### config.mk
export PLATFORM = sky130hd
export DESIGN_NAME = instr_fetch_cached_flat
export DESIGN_NICKNAME = d
export VERILOG_FILES = /design/src/rtl/instr_fetch_cached_if.sv /design/src/rtl/instr_fetch_cached.sv /design/src/flat_wrapper.sv
export SDC_FILE = /design/constraint.sdc
export NUM_CORES = 1
export LEC_CHECK = 0
export BUFFER_PORTS_ARGS = -buffer_cell sky130_fd_sc_hd__buf_2
export CAP_MARGIN = 10
export CORE_MARGIN = 3
export CORE_UTILIZATION = 60
export CTS_CLUSTER_SIZE = 25
export DETAILED_ROUTE_END_ITERATION = 16
export PLACE_DENSITY = 0.77
export SLEW_MARGIN = 20
export SYNTH_ARGS = -nofsm -noshare
export SYNTH_HDL_FRONTEND = slang
export SYNTH_SLANG_ARGS = --single-unit
### constraint.sdc
create_clock -name clk -period 4.2 [get_ports clk]
set_input_delay 0.42 -clock clk [delete_from_list [all_inputs] [get_ports clk]]
set_output_delay 0.42 -clock clk [all_outputs]
set_load 0.1 [all_outputs]
### src/rtl/instr_fetch_cached_if.sv
// Refill bus between the fetch stage (master) and instruction memory (slave).
interface instr_fetch_cached_if #(
    parameter int unsigned ADDR_W  = 16,
    parameter int unsigned INSTR_W = 16
);
    logic               mem_req;
    logic [ADDR_W-1:0]  mem_addr;
    logic               mem_ready;
    logic [INSTR_W-1:0] mem_rdata;

    modport master (
        output mem_req,
        output mem_addr,
        input  mem_ready,
        input  mem_rdata
    );

    modport slave (
        input  mem_req,
        input  mem_addr,
        output mem_ready,
        output mem_rdata
    );
endinterface

### src/rtl/instr_fetch_cached.sv
// Instruction fetch stage with a direct-mapped instruction cache and
// line refill over a req/ready bus; supports branch redirect and stall.
module instr_fetch_cached #(
    parameter int unsigned       ADDR_W   = 16,
    parameter int unsigned       INSTR_W  = 16,
    parameter int unsigned       LINES    = 8,
    parameter int unsigned       WORDS    = 4,
    parameter logic [ADDR_W-1:0] RESET_PC = '0
) (
    input  logic                 clk,
    input  logic                 rst_n,
    input  logic [ADDR_W-1:0]    branch_target,
    input  logic                 PC_src,
    input  logic                 stall,
    instr_fetch_cached_if.master mem,
    output logic [INSTR_W-1:0]   instr_fetch_out,
    output logic                 hit_fetch_out,
    output logic                 valid_out,
    output logic [ADDR_W-1:0]    pc_out
);
    localparam int unsigned OFF = $clog2(WORDS);
    localparam int unsigned IDX = $clog2(LINES);
    localparam int unsigned TAG = ADDR_W - IDX - OFF;

    typedef enum logic {StRun, StRefill} state_e;

    state_e              state_q, state_d;
    logic [ADDR_W-1:0]   pc_q, pc_d;
    logic [ADDR_W-1:0]   base_q, base_d;
    logic [OFF-1:0]      cnt_q, cnt_d;
    logic                mem_req_q, mem_req_d;
    logic [ADDR_W-1:0]   mem_addr_q, mem_addr_d;
    logic                pend_q, pend_d;
    logic [ADDR_W-1:0]   pend_pc_q, pend_pc_d;
    logic [INSTR_W-1:0]  instr_q, instr_d;
    logic [ADDR_W-1:0]   pc_out_q, pc_out_d;
    logic                valid_q, valid_d;
    logic                hit_q, hit_d;

    logic [LINES-1:0]    line_valid_q;
    logic [TAG-1:0]      tag_q  [LINES];
    logic [INSTR_W-1:0]  data_q [LINES*WORDS];

    logic [IDX-1:0]      pc_idx, base_idx;
    logic [TAG-1:0]      pc_tag, base_tag;
    logic                lookup_hit;
    logic                fill_we;
    logic                fill_last;
    logic [ADDR_W-1:0]   line_base;

    assign pc_idx     = pc_q[OFF +: IDX];
    assign pc_tag     = pc_q[ADDR_W-1 -: TAG];
    assign base_idx   = base_q[OFF +: IDX];
    assign base_tag   = base_q[ADDR_W-1 -: TAG];
    assign line_base  = {pc_q[ADDR_W-1:OFF], {OFF{1'b0}}};
    assign lookup_hit = line_valid_q[pc_idx] && (tag_q[pc_idx] == pc_tag);
    assign fill_we    = (state_q == StRefill) && mem.mem_ready;
    // WORDS is a power of two, so an all-ones counter marks the final beat.
    assign fill_last  = fill_we && (&cnt_q);

    always_comb begin
        state_d    = state_q;
        pc_d       = pc_q;
        base_d     = base_q;
        cnt_d      = cnt_q;
        mem_req_d  = mem_req_q;
        mem_addr_d = mem_addr_q;
        pend_d     = pend_q;
        pend_pc_d  = pend_pc_q;
        instr_d    = instr_q;
        pc_out_d   = pc_out_q;
        valid_d    = valid_q;
        hit_d      = hit_q;
        unique case (state_q)
            StRun: begin
                if (PC_src) begin
                    valid_d = 1'b0;
                    hit_d   = 1'b0;
                    pc_d    = branch_target;
                end else if (!stall) begin
                    if (lookup_hit) begin
                        instr_d  = data_q[{pc_idx, pc_q[OFF-1:0]}];
                        pc_out_d = pc_q;
                        valid_d  = 1'b1;
                        hit_d    = 1'b1;
                        pc_d     = pc_q + ADDR_W'(1);
                    end else begin
                        valid_d    = 1'b0;
                        hit_d      = 1'b0;
                        cnt_d      = '0;
                        base_d     = line_base;
                        mem_req_d  = 1'b1;
                        mem_addr_d = line_base;
                        state_d    = StRefill;
                    end
                end
            end
            StRefill: begin
                // Redirects during refill are deferred; the newest one wins.
                if (PC_src) begin
                    pend_d    = 1'b1;
                    pend_pc_d = branch_target;
                end
                if (mem.mem_ready) begin
                    if (&cnt_q) begin
                        mem_req_d = 1'b0;
                        state_d   = StRun;
                        pend_d    = 1'b0;
                        if (PC_src) begin
                            pc_d = branch_target;
                        end else if (pend_q) begin
                            pc_d = pend_pc_q;
                        end
                    end else begin
                        cnt_d      = cnt_q + OFF'(1);
                        mem_addr_d = {base_q[ADDR_W-1:OFF], cnt_q + OFF'(1)};
                    end
                end
            end
            default: state_d = StRun;
        endcase
    end

    always_ff @(posedge clk or negedge rst_n) begin
        if (!rst_n) begin
            state_q      <= StRun;
            pc_q         <= RESET_PC;
            base_q       <= '0;
            cnt_q        <= '0;
            mem_req_q    <= 1'b0;
            mem_addr_q   <= '0;
            pend_q       <= 1'b0;
            pend_pc_q    <= '0;
            instr_q      <= '0;
            pc_out_q     <= '0;
            valid_q      <= 1'b0;
            hit_q        <= 1'b0;
            line_valid_q <= '0;
        end else begin
            state_q    <= state_d;
            pc_q       <= pc_d;
            base_q     <= base_d;
            cnt_q      <= cnt_d;
            mem_req_q  <= mem_req_d;
            mem_addr_q <= mem_addr_d;
            pend_q     <= pend_d;
            pend_pc_q  <= pend_pc_d;
            instr_q    <= instr_d;
            pc_out_q   <= pc_out_d;
            valid_q    <= valid_d;
            hit_q      <= hit_d;
            if (fill_last) begin
                line_valid_q[base_idx] <= 1'b1;
            end
        end
    end

    // Tag and data arrays need no reset: the line valid bits guard them.
    always_ff @(posedge clk) begin
        if (fill_we) begin
            data_q[{base_idx, cnt_q}] <= mem.mem_rdata;
        end
        if (fill_last) begin
            tag_q[base_idx] <= base_tag;
        end
    end

    assign mem.mem_req      = mem_req_q;
    assign mem.mem_addr     = mem_addr_q;
    assign instr_fetch_out  = instr_q;
    assign hit_fetch_out    = hit_q;
    assign valid_out        = valid_q;
    assign pc_out           = pc_out_q;
endmodule

### src/flat_wrapper.sv
// flat-port wrapper written by rule: the top's interface ports become plain ports
module instr_fetch_cached_flat 
#(
    parameter int unsigned       ADDR_W   = 16,
    parameter int unsigned       INSTR_W  = 16,
    parameter int unsigned       LINES    = 8,
    parameter int unsigned       WORDS    = 4,
    parameter logic [ADDR_W-1:0] RESET_PC = '0
)
  (clk, rst_n, branch_target, PC_src, stall, instr_fetch_out, hit_fetch_out, valid_out, pc_out, mem_mem_req, mem_mem_addr, mem_mem_ready, mem_mem_rdata);
  instr_fetch_cached_if #(.ADDR_W(ADDR_W), .INSTR_W(INSTR_W)) mem_i ();
  input  logic clk;
  input  logic rst_n;
  input  logic [ADDR_W-1:0] branch_target;
  input  logic PC_src;
  input  logic stall;
  output logic [INSTR_W-1:0] instr_fetch_out;
  output logic hit_fetch_out;
  output logic valid_out;
  output logic [ADDR_W-1:0] pc_out;
  output wire logic [$bits(mem_i.mem_req)-1:0] mem_mem_req;
  output wire logic [$bits(mem_i.mem_addr)-1:0] mem_mem_addr;
  input wire logic [$bits(mem_i.mem_ready)-1:0] mem_mem_ready;
  input wire logic [$bits(mem_i.mem_rdata)-1:0] mem_mem_rdata;
  assign mem_mem_req = mem_i.mem_req;
  assign mem_mem_addr = mem_i.mem_addr;
  assign mem_i.mem_ready = mem_mem_ready;
  assign mem_i.mem_rdata = mem_mem_rdata;
  instr_fetch_cached #(.ADDR_W(ADDR_W), .INSTR_W(INSTR_W), .LINES(LINES), .WORDS(WORDS), .RESET_PC(RESET_PC)) u_core (.clk(clk), .rst_n(rst_n), .branch_target(branch_target), .PC_src(PC_src), .stall(stall), .mem(mem_i), .instr_fetch_out(instr_fetch_out), .hit_fetch_out(hit_fetch_out), .valid_out(valid_out), .pc_out(pc_out));
endmodule
### Yosys cells after proc, flatten, opt, wreduce, memory -nomap -nowiden

Memories as Yosys holds them, arrays and structs flattened. A register that Yosys moved wholly into a read port is not among the register bits.
Cells that the tools add are included.

* $lt $le $gt $ge: 3
* $add $sub $neg: 2
* eq/ne operators: 11
* bitwise operators: 5
* mux-type cells: 46
* reduce and logical (&&, ||, !) cells: 13

Operators by type and width (count)
* 16-bit two-way mux: 12
* 16-bit one-hot mux with 2 select lines: 2
* 1-bit two-way mux: 22
* 16-bit by 1-bit adder with 16-bit output (second input constant): 1
* 5-bit AND reduction: 3
* 2-bit inequality test (second input constant): 7
* 11-bit == test: 1
* 2-bit two-way mux: 5
* 3-bit by 4-bit < comparator with 1-bit output (second input constant): 2
* 8-bit OR: 1
* 4-bit AND reduction: 2
* 3-bit inequality test (second input constant): 2
* 2-bit AND reduction: 3
* 1-bit logical AND: 4
* 1-bit inverter: 4
* 1-bit one-hot mux with 2 select lines: 2
* 2-bit one-hot mux with 2 select lines: 1
* 1-bit binary-select mux with 3-bit select: 1
* 1-bit demux with 3-bit select: 1
* 3-bit by 1-bit >= comparator with 1-bit output (second input constant): 1
* 3-bit by 2-bit inequality test with 1-bit output (second input constant): 1
* 2-bit by 1-bit adder with 2-bit output (second input constant): 1
* 1-bit zero test: 1

* register bits: 92
* memory bits (writable): 600
* logic and storage cells: 93
* input bits: 37
* output and inout port bits: 51
* memories kept: 2

Memory list
* u_core.data_q: words 32, width 16, rd ports 1, clocked after Yosys merged registers in 1, wr ports 1, RTL line instr_fetch_cached.sv:42 `logic [INSTR_W-1:0] data_q [LINES*WORDS];`
* u_core.tag_q: words 8, width 11, rd ports 1, clocked after Yosys merged registers in 0, wr ports 1, RTL line instr_fetch_cached.sv:41 `logic [TAG-1:0] tag_q [LINES];`

### Depth between registers and ports, before layout

Gate-level depths: netlist of the first run.

* depth after elaboration: 7
* depth in mapped cells: 13
* mapped depth without buffers: 9

### Worst setup path before layout of the first run

No wires, ideal clock.

* kind: register to register
* start point: reg u_core.pc_q[0]
* end point: reg u_core.instr_q[0] (netlist: u_core.instr_fetch_out[0]) (read register of u_core.data_q)
* clock period less this slack: 3.060 ns
* path buffers: 3
* library setup time: 0.128 ns
* required time: 4.072 ns
* data arrival time: 2.932 ns
* setup slack: 1.140 ns
* cell stages (with the launch flop): 8
* cells stage by stage: dfrtp_1 > clkbuf_1 > clkbuf_1 > buf_1 > mux4_2 > mux4_2 > mux2_2 > mux2_1

RTL lines
* start, declared: RTL line instr_fetch_cached.sv:28 `logic [ADDR_W-1:0] pc_q, pc_d;`
* start signal, assigned: RTL line instr_fetch_cached.sv:141 `pc_q <= pc_d;`
* end, declared: RTL line instr_fetch_cached.sv:35 `logic [INSTR_W-1:0] instr_q, instr_d;`

### Worst setup path in the final report of the first run

* start point: reg u_core.pc_q[2]
* end point: reg u_core.instr_q[14] (netlist: u_core.instr_fetch_out[14]) (read register of u_core.data_q)

* cells in the longest elaborated chain, start to end: 4
* elaborated cells between the ends (all ways): 6
* classes of those cells: eq/ne (1); mux (2); reduce/logical (2); memory (1)

Ends and longest elaborated chain
* memory read 8 x 11 bit or 1-bit binary-select mux with 3-bit select (tied branches)
* 11-bit == test or 1-bit two-way mux (tied branches): RTL line instr_fetch_cached.sv:56 `assign lookup_hit = line_valid_q[pc_idx] && (tag_q[pc_idx] == pc_tag);`
* 1-bit logical AND: RTL line instr_fetch_cached.sv:56
* 4-bit AND reduction (no line)

Several ways; a longest one is shown, not always the timed one. The select of a mux whose other input is x is not followed.
A chain may end at the register's enable or synchronous reset.

==> impl_metrics.env, run 1 <==
export IMPL_status="finished clean"
export IMPL_p_leak_uw=0.0110
export IMPL_async_reset_ff_share_pct=15.0
export IMPL_yosys_cell_types_count=52
export IMPL_holdPathEnd="u_core.pend_pc_q[11]"
export IMPL_synthFlopType="edfxtp_1"
export IMPL_final_nets=1541
export IMPL_multi_input_area_sq_um=6960
export IMPL_r2r_cells=9
export IMPL_r2r_start="u_core.pc_q[2]"
export IMPL_grt_start_max_net_pins=60
export IMPL_yosysTopAreaCell="edfxtp_1"
export IMPL_area_growth_pct=13.5
export IMPL_wirelength_um=61800
export IMPL_worstSkewPairLatency_ns=0.60
export IMPL_min_from="branch_target[11]"
export IMPL_worstMarginPinSlew_ns=0.844
export IMPL_ys_ff_latch=706
export IMPL_grt_pass1_wl_um=92600
export IMPL_syn_num_nets=1395
export IMPL_synth_cell_area_sq_um=28000
export IMPL_ir_worst_vdd_v=0.000785
export IMPL_syn_area_per_cell_sq_um=20.7
export IMPL_globalplace_congestion=0.843
export IMPL_cts_hold_buffers=1
export IMPL_placed_cells=2026
export IMPL_cts_resized=0
export IMPL_netlist_top_cells_area="edfxtp_1, mux4_2, dfrtp_1"
export IMPL_max_freq_mhz=262
export IMPL_die_y_um=222
export IMPL_p_per_area_nw_per_um2=668
export IMPL_num_fill_cells=2708
export IMPL_finalSetupTns_ns=0
export IMPL_track_usage_pct=25.6
export IMPL_worst_path_max_fanout=35
export IMPL_overflow=0
export IMPL_fin_area_sq_um=31800
export IMPL_cts_sinks=706
export IMPL_rsz0062_at_grt="no"
export IMPL_max_slew_margin_pct=43.8
export IMPL_routed_via_density=6.40
export IMPL_dp_hpwl_um=35200
export IMPL_r2r_end="u_core.instr_fetch_out[14]"
export IMPL_regArea_sq_um=20700
export IMPL_worstSetupStartpointType="flip-flop"
export IMPL_post_cts_buffers=0
export IMPL_syn_inst=1353
export IMPL_antenna_found_initial=1
export IMPL_core_area_sq_um=45800
export IMPL_htreeDepth=3
export IMPL_layout_common_cells="edfxtp_1, mux4_2, dfrtp_1"
export IMPL_fin_cells=2157
export IMPL_n_antenna_cell=0
export IMPL_post_drt_wl_per_cell_um=28.7
export IMPL_clock_root_buffer="clkbuf_16"
export IMPL_drc=0
export IMPL_rows=78
export IMPL_die_x_um=222
export IMPL_maxSlewViolCount=0
export IMPL_post_synth_top_area_fraction_pct=64.4
export IMPL_final_util_pct=69.4
export IMPL_first_pass_iters=9
export IMPL_dpl_cell_area_sq_um=29400
export IMPL_post_route_period_util_pct=90.8
export IMPL_crit_path_end_kind="flip-flop"
export IMPL_reg2reg_slack_ns=0.39
export IMPL_hold_viol=0
export IMPL_setup_violations=0
export IMPL_synth_edf_count=600
export IMPL_grt_pass1_vias=14400
export IMPL_final_common_cell="edfxtp_1"
export IMPL_fin_skew_ns=0.0158
export IMPL_hold_worst_slack_ns=0.0789
export IMPL_fp_dieArea_sq_um=49300
export IMPL_cts_tree="done"
export IMPL_crit_type="flip-flop to flip-flop"
export IMPL_yosysWarnings=0
export IMPL_hp_class="primary input to flip-flop"
export IMPL_clk_pin_slew_ns=0.06
export IMPL_dr_total_vias=13800
export IMPL_ys_seq_area_share_pct=73.9
export IMPL_clock_path_buffers=3
export IMPL_min_path_cells=2
export IMPL_io_buffers=87
export IMPL_initial_core_util_pct=61.1
export IMPL_cp_arrival_ns=4.29
export IMPL_io_pins=88
export IMPL_required_ns=4.67
export IMPL_max_cap_violations=0
export IMPL_fin_crit_ns=3.81
export IMPL_numCtsBuffers=70
export IMPL_drtIter0Drc=1574
export IMPL_final_antenna_net_count=0
export IMPL_drive_above_1_share_pct=36.4
-- how the worst max path moves through the flow --
stage	from	end	cells past startpoint
2_1_floorplan	u_core.pc_q[0]	u_core.instr_fetch_out[0]	7
3_3_place_gp	u_core.pc_q[2]	u_core.instr_fetch_out[15]	9
3_5_place_dp	u_core.pc_q[2]	u_core.instr_fetch_out[9]	9
4_1_cts	u_core.pc_q[2]	u_core.instr_fetch_out[14]	9
5_1_grt	u_core.pc_q[2]	u_core.instr_fetch_out[15]	9
6_report	u_core.pc_q[2]	u_core.instr_fetch_out[14]	9
-- stage by stage --
step | power [uW] | setup WS (ns)
after floorplan | 13400 | 1.14
after global placement | 14900 | 0.531
after detailed placement | 15100 | 0.453
after CTS | 21400 | 0.444
after global routing | 22000 | 0.159
final | 21200 | 0.386
-- synthesized netlist by cell type (3+ instances only) --
cell type  instances
and2_1             3
dfrtp_1          106
nor2_1            62
inv_1              5
a21oi_1           23
nand2_1           35
nand3b_1           4
nor3_1             9
mux2_1            40
mux2_2            69
buf_1             20
mux4_2           174
mux2_4             4
or2_2             10
xor2_1             8
a22o_1             5
buf_2              6
a221oi_1           5
o21ai_1            5
ha_1               5
nor2b_1            4
edfxtp_1         600
mux2i_1           29
nand3_1           11
nand4_1            4
buf_6              6
o211ai_1           6
clkbuf_1          44
o21ai_0           17
xnor2_1            8
-- sequential cells by signal, summed over array words and instances (netlist names), 8 cells and up --
signal                  flops
u_core.pend_pc_q           16
u_core.pc_out              16
u_core.data_q             512
u_core.base_q              14
u_core.instr_fetch_out     16
u_core.line_valid_q         8
u_core.mem.mem_addr        16
u_core.tag_q               88
u_core.pc_q                16
-- logic make-up (layout without fill, tap and decap cells) --
group | Yosys count | after routing | share of synthesized area [%]
multiplexers | 316 | 316 | 19.6
buffers and inverters | 86 | 290 | 1.52
flip-flops | 706 | 706 | 73.9
XOR/XNOR | 16 | 16 | 0.501
AND/OR/NAND/NOR | 153 | 153 | 2.64
adder cells (fa/ha/maj) | 5 | 5 | 0.224
AO/OA/AOI/OAI | 71 | 71 | 1.61
-- worst max-delay path: stages, from the launching register on --
cell and delay, ns:
dfrtp_4 0.80, buf_4 0.40, mux4_2 0.55, mux2i_1 0.18, o21ai_0 0.15, nor3_2 0.26
nand3_1 0.24, nor4_4 0.25, buf_4 0.41, mux2_1 0.39
-- power by group --
group / internal, uW / switching (uW)
Combinational: 2830 / 3120
Sequential: 8270 / 747
Clock: 3660 / 2580
-- final cells by class --
cell class	count	area share, %
timing repair buffer	155	3.23
multi-input combinational	561	21.9
inverter	5	0.0591
sequential	706	65.1
clock buffer	92	6.26
clock inverter	38	1.02
tap	600	2.36
-- routing by layer --
metal  routed length [um]  vias up  part of all wire (%)  global-route usage [%]
met5                   13        -                 0.021                       0
met2                30800      642                    50                    41.4
met4                 2680        2                   4.3                    11.0
met1                23700     7234                    38                    34.4
li1                     -     5796                     -                       -
met3                 4640      140                   7.5                    5.35
Power figures use the tool's default switching activity.
==> run 2, diff against run 1 <==
Settings changed: CORE_UTILIZATION 60 to 35, PLACE_DENSITY 0.77 to default.
==> run 2 against run 1 <==
Die area rose by 69%. Utilization decreased by 29 points. Combinational power decreased by 3%. Global-route usage shrank 9.9 points. Via count shrank 1.6%. Worst hold slack lost 0.014 ns. Final area increased by 1.8%. Largest cell class unchanged. Largest power group unchanged. Highest routed layer unchanged.
==> impl_metrics.env, run 2 (synthesis results as in run 1) <==
export IMPL_cts_tree="done"
export IMPL_final_nets=1540
export IMPL_io_buffers=87
export IMPL_cp_cell_sequence="buf_4, mux2i_1, a22o_1, a221oi_2, xnor2_1, nor3_2, nand3_1, nor4_4, buf_4, mux2_2"
export IMPL_numCtsBuffers=70
export IMPL_cts_resized=0
export IMPL_wirelength_um=64100
export IMPL_grt_pass1_vias=14200
export IMPL_globalplace_congestion=0.766
export IMPL_hold_worst_slack_ns=0.0648
export IMPL_worst_path_buf_inv=2
export IMPL_regMostFlops="u_core.data_q"
export IMPL_track_usage_pct=15.6
export IMPL_max_cap_violations=0
export IMPL_slowest_delay_ns=0.87
export IMPL_post_drt_wl_per_cell_um=24.6
export IMPL_p_per_area_nw_per_um2=654
export IMPL_post_route_period_util_pct=87.6
export IMPL_grt_pass1_wl_um=95600
export IMPL_largest_reg_flops=512
export IMPL_setup_violations=0
export IMPL_hold_viol=0
export IMPL_max_freq_mhz=272
export IMPL_clock_path_buffers=3
export IMPL_fin_skew_ns=0.0232
export IMPL_crit_top_cell="buf_4"
export IMPL_dr_total_vias=13600
export IMPL_cp_arrival_ns=4.18
export IMPL_max_slew_margin_pct=44.2
export IMPL_layout_common_cells="edfxtp_1, mux4_2, dfrtp_1"
export IMPL_worstMarginPinSlew_ns=0.836
export IMPL_finalSetupTns_ns=0
export IMPL_hp_class="primary input to flip-flop"
export IMPL_cp_slowest_cell="dfrtp_4"
export IMPL_top_regs="u_core.data_q (512), u_core.tag_q (88)"
export IMPL_rows=103
export IMPL_overflow=0
export IMPL_fp_dieArea_sq_um=83400
export IMPL_drtIter0Drc=1068
export IMPL_final_common_cell="edfxtp_1"
export IMPL_status="finished clean"
export IMPL_grt_start_max_net_pins=68
export IMPL_num_fill_cells=7054
export IMPL_final_antenna_net_count=0
export IMPL_final_util_pct=40.8
export IMPL_die_x_um=289
export IMPL_initial_core_util_pct=35.4
export IMPL_cts_sinks=706
export IMPL_crit_type="flip-flop to flip-flop"
export IMPL_clk_pin_slew_ns=0.06
export IMPL_ir_worst_vdd_v=0.000388
export IMPL_first_pass_iters=5
export IMPL_maxSlewViolCount=0
export IMPL_crit_path_end_kind="flip-flop"
export IMPL_io_pins=88
export IMPL_clock_root_buffer="clkbuf_16"
export IMPL_rsz0062_at_grt="no"
export IMPL_worstSetupStartpointType="flip-flop"
export IMPL_fin_crit_ns=3.68
export IMPL_required_ns=4.70
export IMPL_antenna_found_initial=3
export IMPL_worst_path_max_fanout=40
export IMPL_core_area_sq_um=79100
export IMPL_dp_hpwl_um=38600
export IMPL_cp_top_family="flip-flops"
export IMPL_die_y_um=289
export IMPL_p_leak_uw=0.0109
export IMPL_area_growth_pct=15.5
export IMPL_worstSkewPairLatency_ns=0.62
export IMPL_drc=0
export IMPL_drive_above_1_share_pct=35.6
export IMPL_routed_via_density=5.21
export IMPL_htreeDepth=3
[run 2: cell types whose count changed in the layout (fill, tap and decap cells not counted), sizes merged]
cell / change
buf: -1
bufinv: -1
clkbuf: +6
clkinv: -7
clkinvlp: +2
diode: +3
[run 2: worst reg2reg max path, delay by kind of cell (launching register included)]
kind / cells / cell delay [ns]
flip-flops: 1 / 0.87
buffers and inverters: 2 / 0.81
XOR/XNOR: 1 / 0.11
multiplexers: 2 / 0.52
AND/OR/NAND/NOR: 3 / 0.83
AO/OA/AOI/OAI: 2 / 0.45
[run 2: worst paths after layout]
| kind | startpoint | to | slack, ns | cells past startpoint |
|---|---|---|---|---|
| max | u_core.pc_q[2] | u_core.instr_fetch_out[15] | 0.52 | 10 |
| min | branch_target[6] | u_core.pend_pc_q[6] | 0.06 | 2 |
| max reg2reg | u_core.pc_q[2] | u_core.instr_fetch_out[15] | 0.52 | 10 |
| min reg2reg | u_core.line_valid_q[2] | u_core.line_valid_q[2] | 0.47 | 1 |
| max in group asynchronous | rst_n | u_core.pc_q[3] | 2.95 | 3 |
| min in group asynchronous | rst_n | u_core.pc_out[7] | 0.45 | 2 |
[run 2: metrics by stage]
stage | setup slack [ns] | cells | power [uW] | cell area [sq um]
2_1_floorplan | 1.14 | 1353 | 13400 | 28000
3_3_place_gp | 0.583 | 2475 | 15100 | 30000
3_5_place_dp | 0.542 | 2475 | 15200 | 30000
4_1_cts | 0.543 | 2606 | 21400 | 32300
5_1_grt | 0.294 | 2606 | 22100 | 32300
6_report | 0.523 | 2609 | 21100 | 32300
[run 2: power by group]
group          switching (uW)  internal, uW
Combinational            2990          2800
Clock                    2660          3570
Sequential                864          8260
[run 2: repair_timing]
| action | CTS | global route |
|---|---|---|
| endpoints found under the setup margin | 0 | 0 |
| buffers inserted | 0 | 0 |
| hold buffers | 1 | 0 |
| hold endpoints to repair | 53 | 0 |
[run 2: cell type report]
type	instances	area, sq um	share of cell area (%)
Antenna cell	3	7.51	0.0232
Clock buffer	98	1970	6.10
Clock inverter	32	329	1.02
Inverter	5	18.8	0.0581
Multi-Input combinational cell	561	6970	21.6
Sequential cell	706	20700	64.0
Tap cell	1050	1310	4.07
Timing Repair Buffer	154	1020	3.15
[run 2: metal layers]
| layer | part of all wire, % | global-route usage, % |
|---|---|---|
| met4 | 2.1 | 3.77 |
| met5 | 0.042 | 0 |
| met3 | 5.9 | 3.47 |
| met2 | 49 | 25.5 |
| met1 | 43 | 21.5 |
